===== src/rtl/fpu_pkg.sv =====
// Shared constants and request type for the bfloat16 fpu and its issue queue.
package fpu_pkg;

  localparam int BF16_W = 16;

  localparam logic [3:0] MODE_ADD = 4'b0001;
  localparam logic [3:0] MODE_SUB = 4'b0010;
  localparam logic [3:0] MODE_MUL = 4'b0100;
  localparam logic [3:0] MODE_DIV = 4'b1000;

  typedef struct packed {
    logic [3:0]        mode;
    logic [BF16_W-1:0] in1;
    logic [BF16_W-1:0] in2;
  } op_req_t;

  // A mode is legal only when exactly one op bit is set.
  function automatic logic is_one_hot(input logic [3:0] m);
    return (m != 4'b0000) && ((m & (m - 4'b0001)) == 4'b0000);
  endfunction

endpackage


===== src/rtl/fpu_op_queue_sync_fifo.sv =====
// Show-ahead synchronous FIFO; pointers carry an extra wrap bit to tell full from empty.
module sync_fifo #(
  parameter int WIDTH = 36,
  parameter int DEPTH = 4
) (
  input  logic                     clk,
  input  logic                     rst,
  input  logic                     wr_en_i,
  input  logic [WIDTH-1:0]         wr_data_i,
  input  logic                     rd_en_i,
  output logic [WIDTH-1:0]         rd_data_o,
  output logic                     full_o,
  output logic                     empty_o,
  output logic [$clog2(DEPTH):0]   count_o
);

  localparam int AW = $clog2(DEPTH);
  localparam int PW = AW + 1;

  logic [PW-1:0]    wr_ptr_q, wr_ptr_d;
  logic [PW-1:0]    rd_ptr_q, rd_ptr_d;
  logic [WIDTH-1:0] mem_q [DEPTH];
  logic [WIDTH-1:0] mem_d [DEPTH];

  // Status and head data derived from registered pointers only.
  always_comb begin
    full_o    = (wr_ptr_q[AW] != rd_ptr_q[AW]) && (wr_ptr_q[AW-1:0] == rd_ptr_q[AW-1:0]);
    empty_o   = (wr_ptr_q == rd_ptr_q);
    count_o   = wr_ptr_q - rd_ptr_q;
    rd_data_o = mem_q[rd_ptr_q[AW-1:0]];
  end

  // Next-state for storage and pointers; writes to a full or reads from an empty queue are ignored.
  always_comb begin
    mem_d    = mem_q;
    wr_ptr_d = wr_ptr_q;
    rd_ptr_d = rd_ptr_q;
    if (wr_en_i && !full_o) begin
      mem_d[wr_ptr_q[AW-1:0]] = wr_data_i;
      wr_ptr_d                = wr_ptr_q + PW'(1);
    end else begin
      wr_ptr_d = wr_ptr_q;
    end
    if (rd_en_i && !empty_o) begin
      rd_ptr_d = rd_ptr_q + PW'(1);
    end else begin
      rd_ptr_d = rd_ptr_q;
    end
  end

  // State registers with synchronous reset.
  always_ff @(posedge clk) begin
    if (rst) begin
      wr_ptr_q <= PW'(0);
      rd_ptr_q <= PW'(0);
      for (int i = 0; i < DEPTH; i++) begin
        mem_q[i] <= WIDTH'(0);
      end
    end else begin
      wr_ptr_q <= wr_ptr_d;
      rd_ptr_q <= rd_ptr_d;
      mem_q    <= mem_d;
    end
  end

endmodule


===== src/rtl/fpu_op_queue.sv =====
// Issue queue in front of the bfloat16 fpu: filters illegal modes and idles the fpu
// inputs to zero whenever nothing is queued.
module fpu_op_queue
  import fpu_pkg::*;
#(
  parameter int DEPTH  = 4,
  parameter int DATA_W = 16
) (
  input  logic                     clk,
  input  logic                     rst,
  input  logic                     push_valid_i,
  output logic                     push_ready_o,
  input  logic [3:0]               push_mode_i,
  input  logic [DATA_W-1:0]        push_in1_i,
  input  logic [DATA_W-1:0]        push_in2_i,
  output logic                     issue_valid_o,
  input  logic                     issue_ready_i,
  output logic [3:0]               mode_o,
  output logic [DATA_W-1:0]        in1_o,
  output logic [DATA_W-1:0]        in2_o,
  output logic [$clog2(DEPTH):0]   count_o,
  output logic                     err_o
);

  localparam int REQ_W = 4 + 2 * DATA_W;

  logic             full_s, empty_s;
  logic             push_fire_s, pop_fire_s, wr_en_s;
  logic [REQ_W-1:0] head_s;
  logic             err_d, err_q;

  sync_fifo #(
    .WIDTH (REQ_W),
    .DEPTH (DEPTH)
  ) u_fifo (
    .clk       (clk),
    .rst       (rst),
    .wr_en_i   (wr_en_s),
    .wr_data_i ({push_mode_i, push_in1_i, push_in2_i}),
    .rd_en_i   (pop_fire_s),
    .rd_data_o (head_s),
    .full_o    (full_s),
    .empty_o   (empty_s),
    .count_o   (count_o)
  );

  // Handshakes; an illegal mode still completes its handshake but is never stored.
  always_comb begin
    push_ready_o  = !full_s;
    issue_valid_o = !empty_s;
    push_fire_s   = push_valid_i && push_ready_o;
    pop_fire_s    = issue_valid_o && issue_ready_i;
    wr_en_s       = push_fire_s && is_one_hot(push_mode_i);
    err_d         = push_fire_s && !is_one_hot(push_mode_i);
  end

  // Head presentation, forced to zero while empty so the fpu never sees a stale op.
  always_comb begin
    if (issue_valid_o) begin
      mode_o = head_s[REQ_W-1 -: 4];
      in1_o  = head_s[2*DATA_W-1 -: DATA_W];
      in2_o  = head_s[DATA_W-1:0];
    end else begin
      mode_o = 4'b0000;
      in1_o  = DATA_W'(0);
      in2_o  = DATA_W'(0);
    end
  end

  // Dropped-request pulse register.
  always_ff @(posedge clk) begin
    if (rst) begin
      err_q <= 1'b0;
    end else begin
      err_q <= err_d;
    end
  end

  assign err_o = err_q;

endmodule


===== config.mk =====
export PLATFORM = sky130hd
export DESIGN_NAME = fpu_op_queue
export DESIGN_NICKNAME = d
export VERILOG_FILES = /design/src/rtl/fpu_pkg.sv /design/src/rtl/fpu_op_queue_sync_fifo.sv /design/src/rtl/fpu_op_queue.sv
export SDC_FILE = /design/constraint.sdc
export NUM_CORES = 1
export LEC_CHECK = 0
export ABC_CLOCK_PERIOD_IN_PS = 3500
export BUFFER_PORTS_ARGS = -buffer_cell sky130_fd_sc_hd__buf_2
export CAP_MARGIN = 10
export CORE_UTILIZATION = 55
export CTS_BUF_LIST = sky130_fd_sc_hd__clkbuf_4 sky130_fd_sc_hd__clkbuf_8
export DETAILED_ROUTE_END_ITERATION = 12
export GPL_ROUTABILITY_DRIVEN = 1
export PLACE_DENSITY = 0.79
export RECOVER_POWER = 50
export SYNTH_ARGS = -nofsm -noshare
export SYNTH_HDL_FRONTEND = slang
export SYNTH_HIERARCHICAL = 1
export SYNTH_SLANG_ARGS = --single-unit

===== constraint.sdc =====
create_clock -name clk -period 3.5 [get_ports clk]
set_input_delay 0.7 -clock clk [delete_from_list [all_inputs] [get_ports clk]]
set_output_delay 0.7 -clock clk [all_outputs]
set_load 0.02 [all_outputs]

==> results of run 1 <==
==> routing by layer <==
metal / up-vias / GRT usage / routed length (um)
met4: 0 / 0.0675 / 127
li1: 2357 / - / -
met3: 11 / 0.0667 / 575
met2: 99 / 0.424 / 7340
met1: 2331 / 0.285 / 6290
met5: - / 0 / 0
==> critical path, cell delays in order, from the launching register on <==
cell and delay, ns:
dfxtp_1 0.39, inv_1 0.11, ha_1 0.31, nand2_1 0.11, nor2_4 0.46, buf_4 0.31
nor2b_1 0.08, buf_2 0.16
==> placed cells by master (no fill, tap or decap), types with 2 or more instances in the layout <==
cell type	count
nand2_1	181
dfxtp_1	149
mux2i_1	144
buf_2	79
nor2b_1	39
mux4_2	36
clkbuf_8	20
buf_4	10
inv_1	8
ha_1	7
nor2_1	6
clkinv_2	4
clkbuf_1	4
o211ai_1	4
bufinv_16	3
mux2_2	3
clkbuf_2	3
xor2_1	2
nor4b_1	2
clkinvlp_4	2
o21a_1	2
o2111ai_1	2
o31ai_1	2
dfxtp_2	2
==> layout make-up <==
cell class,instances,area share
clock inverters,9,0.0161
flip-flops and latches,151,0.389
well taps,168,0.0270
inverters,9,0.00467
repair buffers,97,0.0670
multi-input cells,443,0.460
clock buffers,21,0.0364
==> sequential cells by signal, summed over array words and instances (netlist names) <==
register and count:
u_fifo/rd_ptr_q 3, u_fifo/wr_ptr_q 3, u_fifo/mem_q 144, err_o 1
==> power by group through the flow <==
| stage | Combinational, uW | Sequential (uW) | Clock [uW] |
|---|---|---|---|
| after floorplan | 247 | 1800 | 0 |
| after global placement | 347 | 1800 | 0 |
| after detailed placement | 357 | 1800 | 0 |
| after CTS | 358 | 1760 | 1400 |
| after global routing | 383 | 1770 | 1470 |
| final | 351 | 1760 | 1370 |
==> cell families (layout without fill, tap and decap cells) <==
| group | count (synthesis) | count (layout) | share of synthesized area |
|---|---|---|---|
| flip-flops | 151 | 151 | 0.436 |
| buffers and inverters | 59 | 136 | 0.0503 |
| XOR/XNOR | 4 | 4 | 0.00614 |
| multiplexers | 183 | 183 | 0.330 |
| AND/OR/NAND/NOR | 233 | 233 | 0.144 |
| adder cells (fa/ha/maj) | 8 | 8 | 0.0155 |
| AO/OA/AOI/OAI | 15 | 15 | 0.0182 |
==> worst max path at each step <==
stage | endpoint | slack (ns)
after floorplan | in1_o[0] | 0.41
after global placement | u_fifo/mem_q[30] | 0.88
after detailed placement | u_fifo/mem_q[33] | 0.80
after CTS | in1_o[7] | 0.36
after global routing | in1_o[7] | 0.23
final | in1_o[7] | 0.40
==> stage by stage <==
stage          hold slack (ns)  worst slack, ns
6_report                 0.457            0.403
5_1_grt                  0.468            0.231
4_1_cts                  0.460            0.356
3_5_place_dp             0.446            0.802
3_3_place_gp             0.439            0.878
2_1_floorplan            0.432            0.405
==> flow_metrics.env, run 1 <==
export IMPL_status="finished clean"
export IMPL_vias_per_cell=5.34
export IMPL_yosysUniqueCellTypes=31
export IMPL_min_period_ns=3.10
export IMPL_p_int_uw=2630
export IMPL_die_y_um=114
export IMPL_path_clk_slew_ns=0.07
export IMPL_slew_viol_final=0
export IMPL_clock_path_buffers=2
export IMPL_crit_type="reg -> out"
export IMPL_synth_area_leader_cell="dfxtp_1"
export IMPL_multi_input_area_um2=3570
export IMPL_worst_r2r_path_depth=9
export IMPL_drive_above_1_share=0.232
export IMPL_power_uw=3490
export IMPL_post_drt_wl_per_cell_um=16.0
export IMPL_min_from="u_fifo/mem_q[85]"
export IMPL_start_util=0.570
export IMPL_gr_total_overflow=0
export IMPL_async_flop_share=0
export IMPL_fin_tns_setup_ns=0
export IMPL_clock_skew_ns=0.00690
export IMPL_p_clk_frac=0.393
export IMPL_diodes=0
export IMPL_r2r_end="u_fifo/mem_q[76]"
export IMPL_dp_hpwl_mm=9.33
export IMPL_worst_skew_pair_late_latency_ns=0.45
export IMPL_drv_cap=0
export IMPL_synth_ff_type="dfxtp_1"
export IMPL_vdd_drop_max_uv=302
export IMPL_route_detailed_drc=0
export IMPL_yosysMostFrequentCell="nand2_1"
export IMPL_clock_sinks=151
export IMPL_pin_count=82
export IMPL_max_slew_margin_rel=0.251
export IMPL_syn_area_um2=6940
export IMPL_cts_root_buf="clkbuf_8"
export IMPL_drtAntennaViolNets=0
export IMPL_ys_top_cells_by_count="nand2_1 (181), dfxtp_1 (151), mux2i_1 (144), nor2b_1 (39), mux4_2 (36)"
export IMPL_grt_pass1_wl_mm=24.1
export IMPL_critPathLaunch="u_fifo/wr_ptr_q[0]"
export IMPL_critical_path_max_fanout=18
export IMPL_synth_edf_count=0
export IMPL_cts_tree="done"
export IMPL_cts_setup_buffers=0
export IMPL_worstSetupStartpointType="flip-flop"
export IMPL_avgSynthCellArea_um2=10.6
export IMPL_period_share=0.885
export IMPL_core_area_um2=12200
export IMPL_antenna_found_initial=0
export IMPL_setup_violations=0
export IMPL_reg2reg_from="u_fifo/wr_ptr_q[0]"
export IMPL_nNetsFinal=767
export IMPL_num_vias=4798
export IMPL_track_usage=0.240
export IMPL_ff_latch_area_um2=3030
export IMPL_powerDensity_nw_per_um2=449
export IMPL_ys_ff_latch=151
export IMPL_p_leak_uw=0.00360
export IMPL_ctsResizeCount=0
export IMPL_ys_seq_area_frac=0.436
export IMPL_sw_frac_of_total=0.244
export IMPL_hold_path_class="reg -> reg"
export IMPL_hold_buffers=0
export IMPL_dr_pass1_iters=4
export IMPL_pwr_share_comb=0.101
export IMPL_final_core_util=0.639
export IMPL_synth_area_top_cells="dfxtp_1 (44%), mux2i_1 (21%), mux4_2 (12%)"
export IMPL_fill_cells=990
export IMPL_drt_iter0_markers=292
export IMPL_grt_max_degree=84
export IMPL_hold_viol_final=0
export IMPL_rsz0062_at_grt="no"
export IMPL_worstPathRequired_ns=2.80
export IMPL_dieArea_um2=13100
export IMPL_area_delta_synth_final_pct=12.1
export IMPL_switchingPower_uw=852
export IMPL_core_rowCount=40
export IMPL_crit_arrival_ns=2.40
export IMPL_synth_top_area_share=0.436
export IMPL_placed_cell_area_um2=7390
export IMPL_syn_inst=653
export IMPL_dp_cells=868
export IMPL_fin_area_um2=7770
export IMPL_crit_path_end_kind="primary output"
export IMPL_min_delay_path_depth=2
export IMPL_gp_congestion=0.821
export IMPL_die_w_um=114
export IMPL_worstHoldEndpoint="u_fifo/mem_q[85]"
export IMPL_worst_pin_slew_ns=1.12
export IMPL_seqPwrFrac=0.506
export IMPL_synth_nets=701
export IMPL_fin_cells=898
export IMPL_cts_buffers_inserted=17
export IMPL_clock_fmax_mhz=323
export IMPL_rrSetupSlack_ns=0.52
export IMPL_cts_htree_levels=4
export IMPL_grt_pass1_vias=5105
export IMPL_port_buffer_count=81
export IMPL_ys_warn_count=6
export IMPL_drt_total_wl_mm=14.3
(Power assumes the default switching activity.)
==> run 2, diff against run 1 <==
--- a/config.mk
+++ b/config.mk
@@ -5,7 +5,6 @@
 export SDC_FILE = /design/constraint.sdc
 export NUM_CORES = 1
 export LEC_CHECK = 0
-export ABC_CLOCK_PERIOD_IN_PS = 3500
 export BUFFER_PORTS_ARGS = -buffer_cell sky130_fd_sc_hd__buf_2
 export CAP_MARGIN = 10
 export CORE_UTILIZATION = 55
@@ -16,5 +15,4 @@
 export RECOVER_POWER = 50
 export SYNTH_ARGS = -nofsm -noshare
 export SYNTH_HDL_FRONTEND = slang
-export SYNTH_HIERARCHICAL = 1
 export SYNTH_SLANG_ARGS = --single-unit
==> run 2 against run 1 <==
Compared with the run above:
- worst hold slack better by 0.015 ns
- via count fell by 0.56%
- synthesized area grew 6.0%
- clock skew up 0.00062 ns
- combinational power is 19% higher
- final area is 5.6% higher
- routed wire length increased by 1.9%
- critical path type unchanged
- largest power group unchanged
- highest routed layer unchanged
==> flow_metrics.env, run 2 <==
export IMPL_status="finished clean"
export IMPL_die_y_um=118
export IMPL_powerDensity_nw_per_um2=443
export IMPL_hold_buffers=0
export IMPL_ys_warn_count=0
export IMPL_ctsResizeCount=0
export IMPL_fin_ws_ns=0.338
export IMPL_worst_pin_slew_ns=1.46
export IMPL_layout_common_cells="nand2b_1 (181), dfxtp_1 (149), mux2i_1 (146)"
export IMPL_synth_top_family_by_area="multiplexers"
export IMPL_pre_cts_slack_ns=0.794
export IMPL_clock_path_buffers=2
export IMPL_fin_tns_setup_ns=0
export IMPL_path_clk_slew_ns=0.08
export IMPL_worst_skew_pair_late_latency_ns=0.45
export IMPL_crit_type="reg -> out"
export IMPL_worstPathCellList="inv_1 > ha_1 > nand2_1 > nor2_4 > buf_12 > nor2b_1 > buf_2"
export IMPL_reg2reg_from="u_fifo.wr_ptr_q[0]"
export IMPL_fin_cells=893
export IMPL_async_flop_share=0
export IMPL_setup_violations=0
export IMPL_synth_area_leader_cell="dfxtp_1"
export IMPL_final_core_util=0.640
export IMPL_synth_simple_gate_area_frac=0.205
export IMPL_drv_cap=0
export IMPL_fill_cells=1041
export IMPL_critical_path_max_fanout=21
export IMPL_post_drt_wl_per_cell_um=16.4
export IMPL_vias_per_cell=5.34
export IMPL_core_rowCount=41
export IMPL_largest_reg_flops=144
export IMPL_synth_xor_area_share=0.00715
export IMPL_clock_fmax_mhz=316
export IMPL_clock_skew_ns=0.00752
export IMPL_syn_inst=649
export IMPL_dp_cells=861
export IMPL_yosys_mux_area_fraction=0.311
export IMPL_drtAntennaViolNets=0
export IMPL_yosysUniqueCellTypes=31
export IMPL_rsz0062_at_grt="no"
export IMPL_start_util=0.573
export IMPL_synth_area_top_cells="dfxtp_1 (41%), mux2i_1 (20%), nand2b_1 (15%)"
export IMPL_cts_root_buf="clkbuf_8"
export IMPL_mostFrequentLayoutCell="nand2b_1"
export IMPL_diodes=0
export IMPL_synth_top_area_share=0.411
export IMPL_dr_pass1_iters=4
export IMPL_ys_top_cells_by_count="nand2b_1 (181), dfxtp_1 (151), mux2i_1 (146), nor2b_1 (37), mux4_2 (36)"
export IMPL_route_detailed_drc=0
export IMPL_crit_family="simple AND/OR/NAND/NOR gates"
export IMPL_p_leak_uw=0.00370
export IMPL_nNetsFinal=756
export IMPL_hold_viol_final=0
export IMPL_dp_hpwl_mm=9.06
export IMPL_gp_congestion=0.778
export IMPL_regMostFlops="u_fifo.mem_q"
export IMPL_drive_above_1_share=0.223
export IMPL_ys_ff_latch=151
export IMPL_crit_arrival_ns=2.46
export IMPL_slew_viol_final=0
export IMPL_worstHoldEndpoint="u_fifo.mem_q[35]"
export IMPL_syn_area_um2=7350
export IMPL_pin_count=82
export IMPL_synth_ff_type="dfxtp_1"
export IMPL_period_share=0.903
export IMPL_synth_compound_area_share=0.0107
export IMPL_drt_iter0_markers=216
export IMPL_r2r_end="u_fifo.mem_q[63]"
export IMPL_clock_sinks=151
export IMPL_vdd_drop_max_uv=237
export IMPL_grt_pass1_vias=5085
export IMPL_rrSetupSlack_ns=0.75
export IMPL_worst_r2r_path_depth=6
export IMPL_critPathMaxStageDelay_ns=0.50
export IMPL_path_buf_inv=3
export IMPL_crit_path_end_kind="primary output"
export IMPL_worstPathRequired_ns=2.80
export IMPL_area_delta_synth_final_pct=11.6
export IMPL_synth_adder_area_share=0.0146
export IMPL_worstSetupStartpointType="flip-flop"
export IMPL_cts_setup_buffers=0
export IMPL_min_period_ns=3.16
export IMPL_cts_tree="done"
export IMPL_gr_total_overflow=0
export IMPL_cts_buffers_inserted=17
export IMPL_reg_top3="u_fifo.mem_q (144), u_fifo.rd_ptr_q (3), u_fifo.wr_ptr_q (3)"
export IMPL_max_slew_margin_rel=0.0264
export IMPL_avgSynthCellArea_um2=11.3
export IMPL_synth_edf_count=0
export IMPL_dieArea_um2=13800
export IMPL_track_usage=0.225
export IMPL_min_delay_path_depth=2
export IMPL_core_area_um2=12800
export IMPL_cts_htree_levels=4
export IMPL_die_w_um=118
export IMPL_drt_total_wl_mm=14.6
export IMPL_ys_seq_area_frac=0.411
export IMPL_min_from="u_fifo.mem_q[35]"
export IMPL_synth_nets=697
export IMPL_antenna_found_initial=0
export IMPL_yosysMostFrequentCell="nand2b_1"
export IMPL_port_buffer_count=81
export IMPL_grt_pass1_wl_mm=24.5
export IMPL_crit_slowest_cell="nor2_4"
export IMPL_num_vias=4771
export IMPL_grt_max_degree=113
export IMPL_hold_path_class="reg -> reg"
-- run 2: kinds of logic after synthesis --
family                   count (synthesis)
flip-flops                             151
buffers and inverters                   53
multiplexers                           183
AND/OR/NAND/NOR                        240
adder cells (fa/ha/maj)                  8
AO/OA/AOI/OAI                            8
XOR/XNOR                                 6
-- run 2: layout make-up --
class | instances | area, um^2 | share of cell area
flip-flops and latches | 151 | 3030 | 0.369
clock inverters | 13 | 176 | 0.0215
multi-input cells | 445 | 4040 | 0.492
well taps | 172 | 215 | 0.0262
inverters | 6 | 22.5 | 0.00274
repair buffers | 87 | 469 | 0.0572
clock buffers | 19 | 262 | 0.0319
-- run 2: how the worst max path moves through the flow --
stage | cells past startpoint | end | slack (ns) | startpoint
4_1_cts | 7 | in2_o[0] | 0.30 | u_fifo.wr_ptr_q[0]
6_report | 7 | in2_o[5] | 0.34 | u_fifo.wr_ptr_q[0]
5_1_grt | 7 | in2_o[5] | 0.17 | u_fifo.wr_ptr_q[0]
3_5_place_dp | 5 | u_fifo.mem_q[94] | 0.79 | push_mode_i[0]
2_1_floorplan | 8 | issue_valid_o | 0.43 | u_fifo.rd_ptr_q[1]
3_3_place_gp | 7 | in2_o[5] | 0.83 | u_fifo.wr_ptr_q[0]
-- run 2: power by group --
group / total (uW) / switching (uW) / leakage (uW) / internal (uW)
clock network: 1460 / 651 / 0.000218 / 810
logic: 418 / 233 / 0.00226 / 184
registers: 1760 / 14.0 / 0.00122 / 1740
-- run 2: metrics by stage --
step / power, uW / hold WS (ns) / instance area, um^2
after detailed placement: 2220 / 0.461 / 7790
after global routing: 3770 / 0.491 / 8210
after CTS: 3670 / 0.473 / 8230
after floorplan: 2100 / 0.445 / 7350
after global placement: 2210 / 0.454 / 7790
final: 3630 / 0.472 / 8210
-- run 2: per-layer routing --
metal	share of wire	wire (um)	track usage
met1	0.44	6450	0.274
met2	0.50	7310	0.380
met3	0.045	659	0.0494
met4	0.013	187	0.0994
met5	0	0	0
-- run 2: tightest hold or removal path: stages (launching register included) --
cell      delay [ns]
dfxtp_1         0.32
nand2b_1        0.06
mux2i_1         0.05
